[config.mk]
export PLATFORM = sky130hd
export DESIGN_NAME = issue_scheduler
export DESIGN_NICKNAME = d
export VERILOG_FILES = /design/src/rtl/issue_scheduler.sv
export SDC_FILE = /design/constraint.sdc
export NUM_CORES = 1
export LEC_CHECK = 0
export CORE_ASPECT_RATIO = 1.25
export CORE_UTILIZATION = 35
export DETAILED_ROUTE_END_ITERATION = 7
export SLEW_MARGIN = 10
export SYNTH_ARGS = -nofsm -noshare
export SYNTH_HDL_FRONTEND = slang
export SYNTH_SLANG_ARGS = --single-unit
[constraint.sdc]
create_clock -name clk -period 6.17 [get_ports clk]
set_input_delay 0.9255 -clock clk [delete_from_list [all_inputs] [get_ports clk]]
set_output_delay 0.9255 -clock clk [all_outputs]
set_load 0.01 [all_outputs]
[src/rtl/issue_scheduler.sv]
// Round-robin issue scheduler: offers one independent buffer slot per cycle to execution and
// tracks every slot through idle/queued/in-flight/done so no slot is issued twice.
module issue_scheduler #(
    parameter int unsigned bs           = 16,
    parameter int unsigned MAX_INFLIGHT = 4
) (
    input  logic                     clk,
    input  logic                     rst,
    input  logic [0:bs-1]            independent_instr,
    input  logic                     alloc_valid,
    input  logic [$clog2(bs)-1:0]    alloc_index,
    output logic                     issue_valid,
    output logic [$clog2(bs)-1:0]    issue_index,
    input  logic                     issue_ready,
    input  logic                     done_valid,
    input  logic [$clog2(bs)-1:0]    done_index,
    output logic                     free_valid,
    output logic [$clog2(bs)-1:0]    free_index,
    output logic [$clog2(bs+1)-1:0]  inflight,
    output logic                     err
);

    localparam int unsigned IW = $clog2(bs);
    localparam int unsigned CW = $clog2(bs + 1);

    localparam logic [1:0] SIdle     = 2'd0;
    localparam logic [1:0] SQueued   = 2'd1;
    localparam logic [1:0] SInflight = 2'd2;
    localparam logic [1:0] SDone     = 2'd3;

    logic [bs-1:0][1:0] slot_q, slot_d;
    logic               issue_valid_q, issue_valid_d;
    logic [IW-1:0]      issue_index_q, issue_index_d;
    logic [IW-1:0]      rr_q, rr_d;
    logic               free_valid_q, free_valid_d;
    logic [IW-1:0]      free_index_q, free_index_d;
    logic [CW-1:0]      inflight_q, inflight_d;
    logic               err_q, err_d;

    logic               hs;
    logic               done_ok;
    logic               done_bad;
    logic               alloc_bad;
    logic               kill;
    logic               load;
    logic [CW:0]        infl_sum;
    logic [bs-1:0]      cand;
    logic               found;
    logic [IW-1:0]      pick;
    logic [IW-1:0]      scan_idx;

    assign hs = issue_valid_q & issue_ready;

    // A done is only honoured for an in-flight slot that is not being reallocated this cycle.
    assign done_ok  = done_valid & (slot_q[done_index] == SInflight)
                      & ~(alloc_valid & (alloc_index == done_index));
    assign done_bad = done_valid & ~done_ok;
    assign alloc_bad = alloc_valid & ((slot_q[alloc_index] == SQueued)
                                      | (slot_q[alloc_index] == SInflight));

    // Reallocating the slot currently on offer withdraws the offer.
    assign kill = alloc_valid & issue_valid_q & ~issue_ready & (alloc_index == issue_index_q);

    assign infl_sum = {1'b0, inflight_q} + {{CW{1'b0}}, hs} - {{CW{1'b0}}, done_ok};
    assign load     = (~issue_valid_q | issue_ready) & (infl_sum < (CW + 1)'(MAX_INFLIGHT));

    always_comb begin
        cand = '0;
        for (int j = 0; j < bs; j++) begin
            cand[j] = independent_instr[j] & (slot_q[j] == SIdle)
                      & ~(alloc_valid & (alloc_index == IW'(j)));
        end
    end

    always_comb begin
        found    = 1'b0;
        pick     = rr_q;
        scan_idx = '0;
        for (int k = 0; k < bs; k++) begin
            scan_idx = rr_q + IW'(k);
            if (!found && cand[scan_idx]) begin
                found = 1'b1;
                pick  = scan_idx;
            end
        end
    end

    always_comb begin
        slot_d        = slot_q;
        issue_valid_d = issue_valid_q;
        issue_index_d = issue_index_q;
        rr_d          = rr_q;
        free_valid_d  = done_ok;
        free_index_d  = done_ok ? done_index : free_index_q;
        inflight_d    = infl_sum[CW-1:0];
        err_d         = err_q | done_bad | alloc_bad;

        if (hs) begin
            slot_d[issue_index_q] = SInflight;
            rr_d                  = issue_index_q + IW'(1);
            issue_valid_d         = 1'b0;
        end
        if (done_ok) begin
            slot_d[done_index] = SDone;
        end
        if (load) begin
            if (found) begin
                issue_valid_d = 1'b1;
                issue_index_d = pick;
                slot_d[pick]  = SQueued;
            end else begin
                issue_valid_d = 1'b0;
            end
        end
        if (kill) begin
            issue_valid_d = 1'b0;
        end
        if (alloc_valid) begin
            slot_d[alloc_index] = SIdle;
        end
    end

    always_ff @(posedge clk or negedge rst) begin
        if (!rst) begin
            slot_q        <= '0;
            issue_valid_q <= 1'b0;
            issue_index_q <= '0;
            rr_q          <= '0;
            free_valid_q  <= 1'b0;
            free_index_q  <= '0;
            inflight_q    <= '0;
            err_q         <= 1'b0;
        end else begin
            slot_q        <= slot_d;
            issue_valid_q <= issue_valid_d;
            issue_index_q <= issue_index_d;
            rr_q          <= rr_d;
            free_valid_q  <= free_valid_d;
            free_index_q  <= free_index_d;
            inflight_q    <= inflight_d;
            err_q         <= err_d;
        end
    end

    assign issue_valid = issue_valid_q;
    assign issue_index = issue_index_q;
    assign free_valid  = free_valid_q;
    assign free_index  = free_index_q;
    assign inflight    = inflight_q;
    assign err         = err_q;

endmodule

==> impl_metrics.ini, run 1 <==
[die]
pin_count = 45
die_area_mm2 = 0.0186
fp.dieW_um = 122
coreArea_mm2 = 0.0176
start_util_pct = 35.9
fp.dieH_um = 152
num_rows = 54

[routing]
vias = 6371
first_iter_violations = 523
wl_per_cell_um = 22.9
first_pass_iters = 5
drc = 0
vias_per_cell = 6.55
ant_nets = 0
finalWirelength_um = 22300

[logic_synthesis]
synthTopCellsByArea = dfrtp_1, mux4_2, nand2_1
yosys_most_used_dff = dfrtp_1
synth_fp_nets = 758
synth_top_cell_area_share_pct = 20.6
synth_cell_types = 98
synth_warnings = 0
synth.most_common_cell = nand2_1
synth-edff-count = 0
synth_async_sr_flop_share_pct = 100
synth_seq_cells = 52
syn_area_per_cell_um2 = 8.87
ys_seq_area_share_pct = 20.6
synth_area_mm2 = 0.00630
syn_inst = 711
synth_top_area_cell = dfrtp_1
synth_common_cells = nand2_1, nor2_1, dfrtp_1

[timing]
finalCritPeriodShare_pct = 91.4
finalWorstSetupSlack_ps = 528
holdWs_ps = 479
slew_viol_final = 0
fin_skew_ps = 7.70
finalSetupViolations = 0
slew_headroom_pct = 39.2
rsz0062_at_grt = no
tightest_slew_ps = 909
period_minus_slack_ps = 5640
fin_setup_tns_ps = 0
final_hold_viol_count = 0
fmax_mhz = 177

[grt]
grt_pass1_wl_um = 34700
grtUsageTotal_pct = 24.1
use_met1_pct = 30.0
gr-usage-met3_pct = 2.36
grt_pass1_vias = 6140
grt_max_degree = 53
grt-ovfl-total = 0
gr-usage-met2_pct = 40.1
antenna_found_initial = 0
grt_busiest_layer = met2

[clock_network]
cts_tree = done
cts_hold_buf = 0
clockRootBuffer = clkbuf_16
cts_resized = 0
clock_latency_ps = 300
numCtsBuffers = 5
clk_pin_slew_ps = 70
cts-htree-levels = 2
cts.sinks = 52
cts_buffer_depth = 2
cts_setup_buffers = 0

[placed_design]
gp_congestion = 1.01
hpwl_um = 17100
dp_slack_ps = 360
portBuffers = 44

[final_layout]
layout-drive-gt1-share_pct = 16.2
antenna_cells = 0
utilization_pct = 40.7
area_growth_pct = 13.5
nNetsFinal = 796

[critical_path]
setup.worst_path.class = in2reg
critPathSlowestCell = clkdlybuf4s50_1
slowest_delay_ps = 970
ff2ff_setup_slack_ps = 1030
critPathCaptureType = flop
start_kind = input port
r2r-end = slot_q[0]
reg2reg_depth = 14
crit_chain = clkdlybuf4s50_1, a32oi_1, mux4_2, nand2_1, and4_1, ha_1, inv_1, ha_1, inv_1, fa_1, inv_1, a21o_1, a21oi_1, xnor2_1, nor4b_1, o311a_1, and2b_2, nand4_1, a21oi_1
cp.required_ps = 6390
arrival_ps = 5860
timing.rr.start = rr_q[0]
crit_top_cell = inv_1
crit_path_max_fanout = 23

[min_path]
hold_path.class = reg2reg
hold_end = err
hold_start = err
worstHoldPathCells = 2

[run]
max-cap-violations = 0

[status]
status = completed
state kept, by name, indices dropped and copies added (netlist names):
signal and count:
err 1, issue_valid 1, slot_q 32, free_index 4
issue_index 4, rr_q 4, free_valid 1, inflight 5
worst max-delay path by stage:
stage                              from          to  slack (ps)  depth (start not counted)
final                     done_index[1]  slot_q[20]         530                         19
after global placement    done_index[1]  slot_q[28]         470                         19
after CTS                 done_index[1]  slot_q[11]         610                         19
after detailed placement  done_index[1]  slot_q[11]         360                         19
after global routing      done_index[1]  slot_q[26]         280                         20
after floorplan           done_index[1]  slot_q[11]        1450                         21
layout by cell type (no fill, tap or decap), drive strengths merged, types with 10 or more instances in the layout:
cell	netlist	layout
xor2	13	13
mux2i	22	22
clkdlybuf4s50	0	43
nand2b	10	10
a32oi	13	13
mux4	26	26
inv	32	32
a21oi	38	38
nor2	61	61
nor3	22	22
a31oi	14	14
o22ai	28	28
o22a	10	10
mux2	11	11
ha	17	17
nor4b	16	16
nor4bb	15	15
and2	10	10
nand2	60	60
dfrtp	52	52
o21ai	34	34
xnor2	20	20
buf	25	30
nand3	16	16
worst max-delay path, delay by kind of cell:
| kind | cells | cell delay (ps) |
|---|---|---|
| and+or+nand+nor | 5 | 1220 |
| buffers and inverters | 4 | 1150 |
| AOI/OAI and AO/OA | 5 | 1100 |
| adders and majority gates | 3 | 800 |
| muxes | 1 | 490 |
| xor gates and xnor gates | 1 | 140 |
stage by stage:
step,instance area [um^2],instances
3_3_place_gp,6970,966
4_1_cts,7150,973
2_1_floorplan,6300,711
3_5_place_dp,6970,966
6_report,7150,973
5_1_grt,7150,973
cells by family (layout without fill, tap and decap cells):
logic type,count (synthesis),count (layout),synth area share [%]
simple gates,260,260,23.8
flops,52,52,20.6
xor+xnor,33,33,4.82
mux,59,59,15.4
fa+ha+maj,18,18,3.69
compound gates,215,215,25.5
buf+inv,74,112,6.17
layer usage:
| metal | share of wire (%) | wire length (um) | vias to the layer above |
|---|---|---|---|
| li1 | - | - | 2819 |
| met3 | 7.5 | 1680 | 96 |
| met1 | 39 | 8590 | 3089 |
| met5 | 0 | 0 | - |
| met2 | 48 | 10800 | 367 |
| met4 | 5.5 | 1230 | 0 |
final cells by class:
| type | instances | area (um^2) |
|---|---|---|
| fillers | 1745 | 10400 |
| clock inverters | 2 | 60.1 |
| repair buffers | 73 | 653 |
| flip-flops and latches | 52 | 1300 |
| inverters | 32 | 120 |
| multi-input cells | 585 | 4610 |
| well taps | 224 | 280 |
| clock buffers | 5 | 125 |
Power of run 1 is not shown: default switching activity piles up to over one toggle a cycle in this logic, so the estimate is an artifact.
==> run 2, diff against run 1 <==
--- a/config.mk
+++ b/config.mk
@@ -7,6 +7,7 @@
 export LEC_CHECK = 0
 export CORE_ASPECT_RATIO = 1.25
 export CORE_UTILIZATION = 35
+export CTS_CLUSTER_DIAMETER = 30
 export DETAILED_ROUTE_END_ITERATION = 7
 export SLEW_MARGIN = 10
 export SYNTH_ARGS = -nofsm -noshare
==> results of run 2 <==
The final DEF is identical to that of run 1; final timing and power are the same.
Power of run 2 is left out for the same reason.
